**src/rtl/i2s_slave_rx.sv**
```systemverilog
`default_nettype none
// ============================================================================
// Module   : i2s_slave_rx
// Brief    : I2S slave receiver. Oversamples SCK/WS/SD on clk_i, deserialises
//            stereo frames and buffers them in a valid/ready FIFO.
//            Optional build macro I2S_RX_LENCHK_EN adds sticky len_err_o.
// Revision : 1.0 - initial release
// ============================================================================
module i2s_slave_rx #(
    parameter int DATA_WIDTH = 32,
    parameter int FIFO_DEPTH = 4
) (
    input  logic                  clk_i,
    input  logic                  rst_i,
    input  logic                  en_i,
    input  logic                  fmt_i,
    input  logic [1:0]            wlen_i,
    input  logic                  i2s_sck_i,
    input  logic                  i2s_ws_i,
    input  logic                  i2s_sd_i,
    output logic                  frm_valid_o,
    input  logic                  frm_ready_i,
    output logic [DATA_WIDTH-1:0] frm_left_o,
    output logic [DATA_WIDTH-1:0] frm_right_o,
    output logic                  ovf_o,
    input  logic                  ovf_clr_i,
`ifdef I2S_RX_LENCHK_EN
    output logic                  len_err_o,
`endif
    output logic                  busy_o
);
    localparam int               PTR_W    = (FIFO_DEPTH > 1) ? $clog2(FIFO_DEPTH) : 1;
    localparam int               CNT_W    = PTR_W + 1;
    localparam logic [5:0]       DW_CAP   = (DATA_WIDTH >= 32) ? 6'd32 : 6'(DATA_WIDTH);
    localparam logic [CNT_W-1:0] FULL_CNT = CNT_W'(FIFO_DEPTH);

    typedef enum logic [1:0] {
        ST_IDLE  = 2'd0,
        ST_LEFT  = 2'd1,
        ST_RIGHT = 2'd2
    } state_t;

    logic [2:0]            sck_sync_q, sck_sync_d;
    logic [1:0]            ws_sync_q, ws_sync_d;
    logic [1:0]            sd_sync_q, sd_sync_d;
    logic                  ws_hist_q, ws_hist_d;
    state_t                state_q, state_d;
    logic                  fmt_q, fmt_d;
    logic [1:0]            wlen_q, wlen_d;
    logic [31:0]           shift_q, shift_d;
    logic [5:0]            bit_cnt_q, bit_cnt_d;
    logic [DATA_WIDTH-1:0] left_hold_q, left_hold_d;
    logic                  ovf_q, ovf_d;
    logic [PTR_W-1:0]      wr_ptr_q, wr_ptr_d, rd_ptr_q, rd_ptr_d;
    logic [CNT_W-1:0]      count_q, count_d;
    logic [DATA_WIDTH-1:0] mem_left_q  [FIFO_DEPTH];
    logic [DATA_WIDTH-1:0] mem_right_q [FIFO_DEPTH];

    logic                  sck_rise, ws_s, sd_s, ws_change;
    logic                  start_left, word_close, new_fmt, bit_take;
    logic                  push, pop, push_ok;
    logic [5:0]            word_len, keep_len, cnt_shift, close_cnt;
    logic [31:0]           shift_in, close_bits, close_word;
    logic [DATA_WIDTH-1:0] close_out;

    // Received bits sit in the low cnt bits; move them to the MSBs of the
    // word (zero-filling missing LSBs) and sign-extend from the kept width.
    function automatic logic [31:0] align_word(input logic [31:0] word_bits,
                                               input logic [5:0]  cnt,
                                               input logic [5:0]  keep);
        logic [31:0] msb_aligned;
        msb_aligned = word_bits << (6'd32 - cnt);
        return 32'($signed(msb_aligned) >>> (6'd32 - keep));
    endfunction

    assign sck_rise  = sck_sync_q[1] & ~sck_sync_q[2];
    assign ws_s      = ws_sync_q[1];
    assign sd_s      = sd_sync_q[1];
    assign ws_change = sck_rise && (ws_s != ws_hist_q);

    always_comb begin
        case (wlen_q)
            2'd0:    word_len = 6'd16;
            2'd1:    word_len = 6'd24;
            default: word_len = 6'd32;
        endcase
    end

    // Philips closes a word with the bit sampled at the WS change; left-justified
    // closes it before that bit, which instead starts the next word.
    assign bit_take   = bit_cnt_q < word_len;
    assign shift_in   = bit_take ? {shift_q[30:0], sd_s} : shift_q;
    assign cnt_shift  = bit_take ? bit_cnt_q + 6'd1 : bit_cnt_q;
    assign close_bits = fmt_q ? shift_q : shift_in;
    assign close_cnt  = fmt_q ? bit_cnt_q : cnt_shift;
    assign keep_len   = (word_len > DW_CAP) ? DW_CAP : word_len;
    assign close_word = align_word(close_bits, close_cnt, keep_len);
    assign new_fmt    = (state_q == ST_IDLE) ? fmt_i : fmt_q;
    assign start_left = ws_change && !ws_s && (state_q == ST_IDLE);
    assign word_close = en_i && ws_change && (state_q != ST_IDLE);

    generate
        if (DATA_WIDTH > 32) begin : g_out_wide
            assign close_out = {{(DATA_WIDTH-32){close_word[31]}}, close_word};
        end else begin : g_out_narrow
            assign close_out = close_word[DATA_WIDTH-1:0];
        end
    endgenerate

    always_comb begin
        sck_sync_d  = {sck_sync_q[1:0], i2s_sck_i};
        ws_sync_d   = {ws_sync_q[0], i2s_ws_i};
        sd_sync_d   = {sd_sync_q[0], i2s_sd_i};
        ws_hist_d   = sck_rise ? ws_s : ws_hist_q;
        state_d     = state_q;
        fmt_d       = fmt_q;
        wlen_d      = wlen_q;
        shift_d     = shift_q;
        bit_cnt_d   = bit_cnt_q;
        left_hold_d = left_hold_q;
        push        = 1'b0;
        if (!en_i) begin
            state_d = ST_IDLE;
        end else if (start_left || word_close) begin
            shift_d   = new_fmt ? {31'd0, sd_s} : 32'd0;
            bit_cnt_d = new_fmt ? 6'd1 : 6'd0;
            case (state_q)
                ST_IDLE: begin
                    state_d = ST_LEFT;
                    fmt_d   = fmt_i;
                    wlen_d  = wlen_i;
                end
                ST_LEFT: begin
                    state_d     = ST_RIGHT;
                    left_hold_d = close_out;
                end
                default: begin
                    state_d = ST_LEFT;
                    push    = 1'b1;
                end
            endcase
        end else if (sck_rise && (state_q != ST_IDLE)) begin
            shift_d   = shift_in;
            bit_cnt_d = cnt_shift;
        end
    end

    // A pop in the same cycle frees the slot, so a full FIFO still accepts.
    assign pop     = frm_valid_o && frm_ready_i;
    assign push_ok = push && ((count_q != FULL_CNT) || pop);

    always_comb begin
        wr_ptr_d = push_ok ? wr_ptr_q + PTR_W'(1) : wr_ptr_q;
        rd_ptr_d = pop ? rd_ptr_q + PTR_W'(1) : rd_ptr_q;
        case ({push_ok, pop})
            2'b10:   count_d = count_q + CNT_W'(1);
            2'b01:   count_d = count_q - CNT_W'(1);
            default: count_d = count_q;
        endcase
        ovf_d = (push && !push_ok) ? 1'b1 : (ovf_clr_i ? 1'b0 : ovf_q);
    end

    always_ff @(posedge clk_i) begin
        if (rst_i) begin
            sck_sync_q  <= '0;
            ws_sync_q   <= '0;
            sd_sync_q   <= '0;
            ws_hist_q   <= 1'b0;
            state_q     <= ST_IDLE;
            fmt_q       <= 1'b0;
            wlen_q      <= 2'd0;
            shift_q     <= '0;
            bit_cnt_q   <= '0;
            left_hold_q <= '0;
            ovf_q       <= 1'b0;
            wr_ptr_q    <= '0;
            rd_ptr_q    <= '0;
            count_q     <= '0;
            for (int i = 0; i < FIFO_DEPTH; i++) begin
                mem_left_q[i]  <= '0;
                mem_right_q[i] <= '0;
            end
        end else begin
            sck_sync_q  <= sck_sync_d;
            ws_sync_q   <= ws_sync_d;
            sd_sync_q   <= sd_sync_d;
            ws_hist_q   <= ws_hist_d;
            state_q     <= state_d;
            fmt_q       <= fmt_d;
            wlen_q      <= wlen_d;
            shift_q     <= shift_d;
            bit_cnt_q   <= bit_cnt_d;
            left_hold_q <= left_hold_d;
            ovf_q       <= ovf_d;
            wr_ptr_q    <= wr_ptr_d;
            rd_ptr_q    <= rd_ptr_d;
            count_q     <= count_d;
            if (push_ok) begin
                mem_left_q[wr_ptr_q]  <= left_hold_q;
                mem_right_q[wr_ptr_q] <= close_out;
            end
        end
    end

`ifdef I2S_RX_LENCHK_EN
    logic len_err_q, len_err_d;

    always_comb begin
        len_err_d = (word_close && (close_cnt < word_len)) ? 1'b1
                  : (ovf_clr_i ? 1'b0 : len_err_q);
    end

    always_ff @(posedge clk_i) begin
        if (rst_i) begin
            len_err_q <= 1'b0;
        end else begin
            len_err_q <= len_err_d;
        end
    end

    assign len_err_o = len_err_q;
`endif

    assign frm_valid_o = (count_q != '0);
    assign frm_left_o  = mem_left_q[rd_ptr_q];
    assign frm_right_o = mem_right_q[rd_ptr_q];
    assign ovf_o       = ovf_q;
    assign busy_o      = (state_q != ST_IDLE);

endmodule
`default_nettype wire

```
**config.mk**
```make
export PLATFORM = sky130hd
export DESIGN_NAME = i2s_slave_rx
export DESIGN_NICKNAME = d
export VERILOG_FILES = /design/src/rtl/i2s_slave_rx.sv
export SDC_FILE = /design/constraint.sdc
export NUM_CORES = 1
export LEC_CHECK = 0
export CORE_MARGIN = 2
export CORE_UTILIZATION = 51
export DETAILED_ROUTE_END_ITERATION = 12
export DONT_BUFFER_PORTS = 1
export PLACE_DENSITY = 0.77
export SLEW_MARGIN = 20
export SYNTH_ARGS = -nofsm -noshare
export SYNTH_HDL_FRONTEND = slang
export SYNTH_SLANG_ARGS = --single-unit
```
**constraint.sdc**
```tcl
create_clock -name clk_i -period 4.99 [get_ports clk_i]
set_input_delay 1.2475 -clock clk_i [delete_from_list [all_inputs] [get_ports clk_i]]
set_output_delay 1.2475 -clock clk_i [all_outputs]
set_load 0.01 [all_outputs]
```
# Yosys cells after proc, flatten, opt, wreduce, memory -nomap -nowiden
# Memories as Yosys holds them, arrays and structs flattened. A register that Yosys moved wholly into a read port is not among the register bits.
# Cells that the tools add are included.
# Widths: inputs -> output; s select.
[classes]
add_sub_neg = 7
order_cmp = 2
eq_ne = 6
shift = 2
n_mux = 35
bitwise = 3
reduce_logical = 28
[op_table]
columns = ["cell", "count"]
rows = [
  ["$mux 32", 6],
  ["$reduce_or 32->1", 2],
  ["$shl 32x6->32", 1],
  ["$sshr 32x6->32", 1],
  ["$mux 6", 5],
  ["$mux 1", 15],
  ["$mux 2", 7],
  ["$pmux 6 s2", 1],
  ["$sub 6x6->6 const A", 2],
  ["$logic_and 1x1->1", 9],
  ["$reduce_bool 2->1", 4],
  ["$add 6x1->6 const B", 1],
  ["$eq 2x1->1 const B", 3],
  ["$gt 6x6->1 const B", 1],
  ["$lt 6x6->1", 1],
  ["$pmux 3 s2", 1],
  ["$reduce_and 3->1", 2],
  ["$add 2x1->2 const B", 2],
  ["$logic_not 2->1", 2],
  ["$reduce_and 2->1", 2],
  ["$reduce_or 2->1", 2],
  ["$add 3x1->3 const B", 1],
  ["$ne 3x3->1 const B", 1],
  ["$reduce_bool 3->1", 1],
  ["other kinds (7)", 10],
]
[word_totals]
ff_bits = 91
mem_bits_rw = 256
input_bits = 11
out_inout_bits = 67
word_cells = 99
mem_count = 2
[mem_list]
columns = ["name", "words", "width", "rd", "rd_clocked_by_memory_dff", "wr", "line", "text"]
rows = [
  ["mem_left_q", 4, 32, 1, 1, 4, "56", "logic [DATA_WIDTH-1:0] mem_left_q [FIFO_DEPTH];"],
  ["mem_right_q", 4, 32, 1, 1, 4, "57", "logic [DATA_WIDTH-1:0] mem_right_q [FIFO_DEPTH];"],
]

# Longest topological paths before layout
# Gate-level depths: netlist (run 1).
[depth]
ltp_word = 14
depth_mapped = 18
ltp_nobuf = 12

# Worst setup path after synthesis (run 1)
# Ideal clock, no wire load.
[synth_path]
kind = "in2reg"
start = "input port en_i"
end = "memory mem_left_q[1][0], enable pin"
arrival_time_ns = 4.512
slack_ns = 0.046
stages = 11
n_path_buf = 4
cell_sequence = "o21ai_0 a21boi_1 and2_1 clkbuf_1 and3_1 clkbuf_1 nand2b_1 clkbuf_1 or2_2 clkbuf_1 nand2b_1"
[synth_rtl]
columns = ["element", "line", "text"]
rows = [
  ["from (decl)", "15", "input logic en_i,"],
  ["to (decl)", "56", ""],
]

==> results.rst, run 1 <==
.. list-table::
   :header-rows: 1

   * - Metric
     - Value
   * - Status
     - completed
   * - Pin count of the biggest net entering global routing
     - 93
   * - Worst min path class
     - reg -> reg
   * - Clock sinks
     - 349
   * - Detail Route Antenna Nets
     - 0
   * - CTS max path bufs
     - 3
   * - Number of global-route vias before repair
     - 12400
   * - Core box area
     - 0.0343 mm2
   * - Setup skew after layout
     - about 15 ps
   * - Worst Tran Pin Value
     - just over 900 ps
   * - Cell with the largest stage delay on the worst path
     - sky130_fd_sc_hd__mux4_2
   * - Peak clock frequency supported by timing
     - 213 MHz
   * - Endpoint type of the worst setup path
     - flop
   * - Post-DP HPWL
     - 31800 um
   * - Clock latency of the later-clocked register in the worst-skew pair
     - 550 ps
   * - Worst setup path category
     - reg -> reg
   * - Slew margin rel.
     - 0.381
   * - Critical path buffers and inverters
     - 2
   * - Area after detailed placement
     - 0.0183 mm2
   * - Sum of routed wire length over all layers
     - 47900 um
   * - Kind of cell adding the most delay to the critical path
     - compound AO/OA/AOI/OAI gates
   * - Post-route cell area
     - 0.0196 mm2
   * - GR Overflow Total
     - 0
   * - Wire length of the first global-routing pass
     - 73500 um
   * - Height of the die
     - 190 um
   * - Post-synthesis average cell area
     - 11.4 um2
   * - Required time of the critical path
     - 5270 ps
   * - CTS tree
     - done
   * - Crit path top cell by count
     - sky130_fd_sc_hd__nor2_1
   * - Synth warnings
     - 0
   * - Overall power
     - 6340 uW
   * - Area enclosed by the die boundary
     - 0.0362 mm2
   * - Cell chain of the critical path
     - inv_1 -> ha_1 -> a211o_1 -> a21oi_4 -> buf_4 -> o211ai_1 -> and3_1 -> or2_2 -> mux4_2 -> a22oi_1 -> nor2_1 -> a21oi_1 -> nor2_1
   * - Cell Rows
     - roughly 70
   * - Leak pwr
     - about 0.0066 uW
   * - Final weighted congestion in routability-driven placement
     - 0.966
   * - Crit path DAT
     - 4980 ps
   * - Number of top-level pins
     - 78
   * - Clk pin slew, worst setup/hold paths
     - approximately 60 ps
   * - Most frequent standard cell in the layout excluding fill and tap cells
     - sky130_fd_sc_hd__nor2_1
   * - DRC errors left
     - 0
   * - Commonest non-fill, non-tap cells in the layout
     - 281 x sky130_fd_sc_hd__nor2_1, 256 x sky130_fd_sc_hd__edfxtp_1, 117 x sky130_fd_sc_hd__nand2_1
   * - Number of flops mapped to enable cells by yosys
     - 256
   * - Register area share after synthesis
     - 0.540
   * - Most used flip-flop cell after synthesis
     - sky130_fd_sc_hd__edfxtp_1
   * - H-tree depth reported by CTS
     - 2
   * - Minimum clock period after layout
     - 4700 ps
   * - Average vias per placed instance
     - about 6.3
   * - RSZ-0062 raised after global routing
     - no
   * - Net count of the finished layout
     - 1543
   * - X dimension of the die
     - 190 um
   * - All-Layer GR Usage
     - 0.267
   * - Maximum VDD drop
     - 0.225 mV
   * - # port buffers
     - 0
   * - Number of antenna violations at the first check in global routing
     - 0
   * - Layout cell share with drive strength beyond 1
     - 0.169
   * - Total inserted antenna cells
     - 0
   * - Yosys cell types
     - 93
   * - Type of element launching the critical path
     - flop
   * - Setup slack after layout
     - roughly 290 ps
   * - Setup WS pre-CTS
     - 352 ps
   * - Root Buffer Master
     - sky130_fd_sc_hd__clkbuf_16
   * - Initial standard-cell utilization of the core
     - 0.515
   * - Synthesized area
     - 0.0177 mm2
   * - Synthesized instance count
     - 1551
   * - First DRT Iteration DRCs
     - about 1400
   * - Final slew viol count
     - 0
   * - Detailed Routing Iterations Pass 1
     - 8
   * - Clock buffers created by TritonCTS
     - 37
   * - Crit Path Max Fanout
     - 19
   * - Total power per unit cell area
     - 324 mW/mm2
   * - Slowest stage delay, CP
     - 470 ps
   * - Post-Syn Nets
     - 1566
   * - Setup total negative slack
     - 0 ps
   * - Drt wl/cell
     - 23.8 um
   * - Final Hold Slack
     - 442 ps
   * - #FFs+latches synth
     - roughly 350
   * - Final setup violation count
     - 0
   * - Async set or reset register ratio after synthesis
     - 0
   * - Period utilisation layout
     - 0.942
   * - Maximum Capacitance Violations
     - 0
   * - Post-synthesis to final-layout area growth
     - 10.7%
   * - Number of setup buffers added after CTS
     - 0
   * - DR vias
     - roughly 13000
   * - Endpoints failing hold
     - 0
where the power goes:
group,leakage (uW),internal [uW],switching [uW]
Clock,0.000614,1680,1140
Sequential,0.00329,3200,40.0
Combinational,0.00271,122,168
Total,0.00661,5000,1350
through the flow:
step | utilization | cells
final | 0.570 | 2012
after detailed placement | 0.533 | 1943
after global routing | 0.570 | 2012
after CTS | 0.569 | 2011
after floorplan | - | 1551
after global placement | 0.533 | 1943
layout make-up:
type / count / area (um2)
Fill cell: 2731 / 14700
Sequential cell: 349 / 9560
Multi-Input combinational cell: 1029 / 7460
Clock buffer: 55 / 1080
Tap cell: 455 / 569
Timing Repair Buffer: 59 / 509
Inverter: 52 / 195
Clock inverter: 13 / 175
cell usage after synthesis, types with 14 or more instances:
library cell	count	area, um2
sky130_fd_sc_hd__a211oi_1	21	158
sky130_fd_sc_hd__a21oi_1	54	270
sky130_fd_sc_hd__a22oi_1	38	285
sky130_fd_sc_hd__and2_1	44	275
sky130_fd_sc_hd__buf_1	14	52.6
sky130_fd_sc_hd__clkbuf_1	88	330
sky130_fd_sc_hd__dfxtp_1	93	1860
sky130_fd_sc_hd__edfxtp_1	256	7690
sky130_fd_sc_hd__inv_1	51	191
sky130_fd_sc_hd__mux2_2	16	180
sky130_fd_sc_hd__mux2i_1	56	561
sky130_fd_sc_hd__mux4_2	75	1690
sky130_fd_sc_hd__nand2_1	118	443
sky130_fd_sc_hd__nand3_1	15	75.1
sky130_fd_sc_hd__nor2_1	281	1050
sky130_fd_sc_hd__nor2b_1	18	113
sky130_fd_sc_hd__nor3_1	35	175
sky130_fd_sc_hd__o211ai_1	16	120
sky130_fd_sc_hd__o21ai_0	22	110
cells by family after synthesis:
logic type | share of synthesized area
AO/OA/AOI/OAI | 0.121
XOR/XNOR | 0.00984
adder cells (fa/ha/maj) | 0.00326
buffers and inverters | 0.0398
flip-flops | 0.540
multiplexers | 0.139
AND/OR/NAND/NOR | 0.146
worst paths after layout:
check	start	end	slack, ps	cells after the start
worst max register to register	wlen_q[1]	mem_right_q[0][6]	290	13
worst min register to register	sd_sync_q[0]	sd_sync_q[1]	440	1
worst max-delay path	wlen_q[1]	mem_right_q[0][6]	290	13
worst min-delay path	sd_sync_q[0]	sd_sync_q[1]	440	1
state kept, by name, indices dropped and copies added, names as in the netlist, named ones only:
name         flops
fmt_q            1
ovf_o            1
shift_q         32
sd_sync_q        2
left_hold_q     32
mem_left_q     128
mem_right_q    128
sck_sync_q       3
state_q          2
wr_ptr_q         2
bit_cnt_q        6
ws_hist_q        1
wlen_q           2
count_q          3
rd_ptr_q         2
ws_sync_q        2
layer usage:
layer	vias up	share of wire	GRT usage
met3	98	0.083	0.0457
li1	5697	-	-
met2	627	0.49	0.445
met4	0	0.035	0.0987
met5	-	0	0
met1	6278	0.39	0.352
timing repair:
item,4_1_cts,5_1_grt
setup endpoints to repair,0,14
hold buffers,0,0
resized for setup,0,2
(Power assumes the default switching activity.)
==> run 2: changes to the inputs <==
--- a/config.mk
+++ b/config.mk
@@ -9,7 +9,7 @@
 export CORE_UTILIZATION = 51
 export DETAILED_ROUTE_END_ITERATION = 12
 export DONT_BUFFER_PORTS = 1
-export PLACE_DENSITY = 0.77
+export PLACE_DENSITY = 0.74
 export SLEW_MARGIN = 20
 export SYNTH_ARGS = -nofsm -noshare
 export SYNTH_HDL_FRONTEND = slang
==> constraint.sdc (replaced) <==
create_clock -name clk_i -period 5.08 [get_ports clk_i]
set_input_delay 1.27 -clock clk_i [delete_from_list [all_inputs] [get_ports clk_i]]
set_output_delay 1.27 -clock clk_i [all_outputs]
set_load 0.01 [all_outputs]
==> run 2 against run 1 <==
Effect of this change: first-iteration DRC count shrank 1.5%; clock skew is 8.6 ps higher; sequential share of layout area up 0.21 points; total power decreased by 3.3%; wire length is 2.3% lower; die area stayed put; setup slack better by 21 ps; critical endpoint is now mem_right_q[1][27].
==> results.rst, run 2 (synthesized netlist as in run 1, its figures left out) <==
.. list-table::
   :header-rows: 1

   * - Metric
     - Value
   * - Number of global-route vias before repair
     - 12200 (-1.5%)
   * - Leak pwr
     - 0.00656 uW (-0.78%)
   * - DRC errors left
     - 0 (unchanged)
   * - Pin count of the biggest net entering global routing
     - 93 (unchanged)
   * - Clock sinks
     - 349 (unchanged)
   * - Drt wl/cell
     - 23.4 um (-1.8%)
   * - Peak clock frequency supported by timing
     - 210 MHz (-1.4%)
   * - First DRT Iteration DRCs
     - 1397 (-1.5%)
   * - Type of element launching the critical path
     - flop
   * - Total inserted antenna cells
     - 0 (unchanged)
   * - Clock latency of the later-clocked register in the worst-skew pair
     - 540 ps (about the same)
   * - Clk pin slew, worst setup/hold paths
     - 60 ps (about the same)
   * - Biggest registers after layout
     - mem_left_q x128, mem_right_q x128
   * - Total power per unit cell area
     - 315 mW/mm2 (-2.8%)
   * - Overall power
     - 6130 uW (-3.3%)
   * - CTS max path bufs
     - 3 (unchanged)
   * - Setup total negative slack
     - 0 ps (unchanged)
   * - Final weighted congestion in routability-driven placement
     - 0.975 (+0.92%)
   * - DR vias
     - 12600 (-0.84%)
   * - Commonest non-fill, non-tap cells in the layout
     - 281 x sky130_fd_sc_hd__nor2_1, 256 x sky130_fd_sc_hd__edfxtp_1, 117 x sky130_fd_sc_hd__nand2_1
   * - Wire length of the first global-routing pass
     - 72400 um (-1.6%)
   * - H-tree depth reported by CTS
     - 2 (unchanged)
   * - GR Overflow Total
     - 0 (unchanged)
   * - Core box area
     - 0.0343 mm2 (unchanged)
   * - Area enclosed by the die boundary
     - 0.0362 mm2 (unchanged)
   * - Root Buffer Master
     - sky130_fd_sc_hd__clkbuf_16
   * - Initial standard-cell utilization of the core
     - 0.515 (unchanged)
   * - Count of cells resized by post-cts repair
     - 0 (unchanged)
   * - Average vias per placed instance
     - 6.29 (-0.40%)
   * - Maximum VDD drop
     - 0.260 mV (+16%)
   * - Status
     - completed
   * - Detailed Routing Iterations Pass 1
     - 7 (-1)
   * - Required time of the critical path
     - 5340 ps (+70 ps)
   * - Height of the die
     - 190 um (unchanged)
   * - X dimension of the die
     - 190 um (unchanged)
   * - Net count of the finished layout
     - 1534 (-0.58%)
   * - Sum of routed wire length over all layers
     - 46800 um (-2.3%)
   * - Worst setup path category
     - reg -> reg
   * - Minimum clock period after layout
     - 4770 ps (+68.5 ps)
   * - Post-DP HPWL
     - 31600 um (-0.73%)
   * - Endpoint type of the worst setup path
     - flop
   * - Maximum Capacitance Violations
     - 0 (unchanged)
   * - Post-synthesis to final-layout area growth
     - 10.2%
   * - Number of setup buffers added after CTS
     - 0 (unchanged)
   * - Slew margin rel.
     - 0.299 (-0.0825)
   * - Number of antenna violations at the first check in global routing
     - 0 (unchanged)
   * - Worst min path class
     - reg -> reg
   * - Final Hold Slack
     - 443 ps (+0.980 ps)
   * - Crit path DAT
     - 5030 ps (+50 ps)
   * - Cell Rows
     - 68 (unchanged)
   * - Final slew viol count
     - 0 (unchanged)
   * - Hold-fix buffers, CTS
     - 0 (unchanged)
   * - Non-filler cells in the finished layout
     - 2003 (-0.45%)
   * - All-Layer GR Usage
     - 0.261 (-0.00567)
   * - Endpoints failing hold
     - 0 (unchanged)
   * - Final setup violation count
     - 0 (unchanged)
   * - Clock buffers created by TritonCTS
     - 37 (unchanged)
   * - Period utilisation layout
     - 0.939 (-0.00319)
   * - Layout cell share with drive strength beyond 1
     - 0.163 (-0.00612)
   * - Number of top-level pins
     - 78 (unchanged)
   * - Number of instances in the placed design
     - 1934 (-0.46%)
   * - RSZ-0062 raised after global routing
     - no
   * - Most frequent standard cell in the layout excluding fill and tap cells
     - sky130_fd_sc_hd__nor2_1
   * - Worst Tran Pin Value
     - 1050 ps (+124 ps)
   * - # port buffers
     - 0 (unchanged)
   * - CTS tree
     - done
   * - Crit Path Max Fanout
     - 25 (+6)
   * - Setup skew after layout
     - 23.5 ps (+8.60 ps)
   * - Detail Route Antenna Nets
     - 0 (unchanged)
==> run 2: cell type report <==
class,instances,area (um2)
clock inverter,10,105
timing repair buffer,50,467
inverter,52,195
tap,455,569
multi-input combinational,1029,7460
sequential,349,9560
fill,2837,14800
clock buffer,58,1120
==> run 2: per-layer routing <==
layer / share of wire / global-route usage / vias to the layer above
met4: 0.035 / 0.0894 / 0
met5: 0 / 0 / -
met2: 0.49 / 0.433 / 578
met1: 0.40 / 0.351 / 6238
met3: 0.076 / 0.0426 / 95
li1: - / - / 5682
==> run 2: through the flow <==
stage          setup WS [ps]  cell area, um2  utilization
6_report                 312           19500        0.568
5_1_grt                  122           19500        0.568
4_1_cts                  437           19500        0.567
3_5_place_dp             460           18200        0.532
3_3_place_gp             499           18200        0.531
2_1_floorplan            113           17700            -
==> run 2: worst paths after layout <==
kind | slack (ps) | from | end | cells past startpoint
hold / removal | 440 | ws_sync_q[0] | ws_sync_q[1] | 1
setup reg to reg | 310 | wlen_q[1] | mem_right_q[1][27] | 13
hold reg to reg | 440 | ws_sync_q[0] | ws_sync_q[1] | 1
setup / recovery | 310 | wlen_q[1] | mem_right_q[1][27] | 13
==> run 2: worst max-delay path, stage by stage, from the launching register on <==
cell and delay, ps:
sky130_fd_sc_hd__dfxtp_1 410, sky130_fd_sc_hd__inv_1 90, sky130_fd_sc_hd__ha_1 370, sky130_fd_sc_hd__a211oi_2 680
sky130_fd_sc_hd__o21ai_2 140, sky130_fd_sc_hd__buf_4 280, sky130_fd_sc_hd__mux2_2 300, sky130_fd_sc_hd__mux4_2 470
sky130_fd_sc_hd__nor3_1 330, sky130_fd_sc_hd__o21ai_1 160, sky130_fd_sc_hd__a32oi_2 420, sky130_fd_sc_hd__and2_1 460
sky130_fd_sc_hd__a21o_1 270, sky130_fd_sc_hd__nor2_1 80
==> run 2: power breakdown <==
group          switching [uW]  internal, uW
clock                    1090          1570
combinational             160           123
sequential               45.2          3140
total                    1300          4840
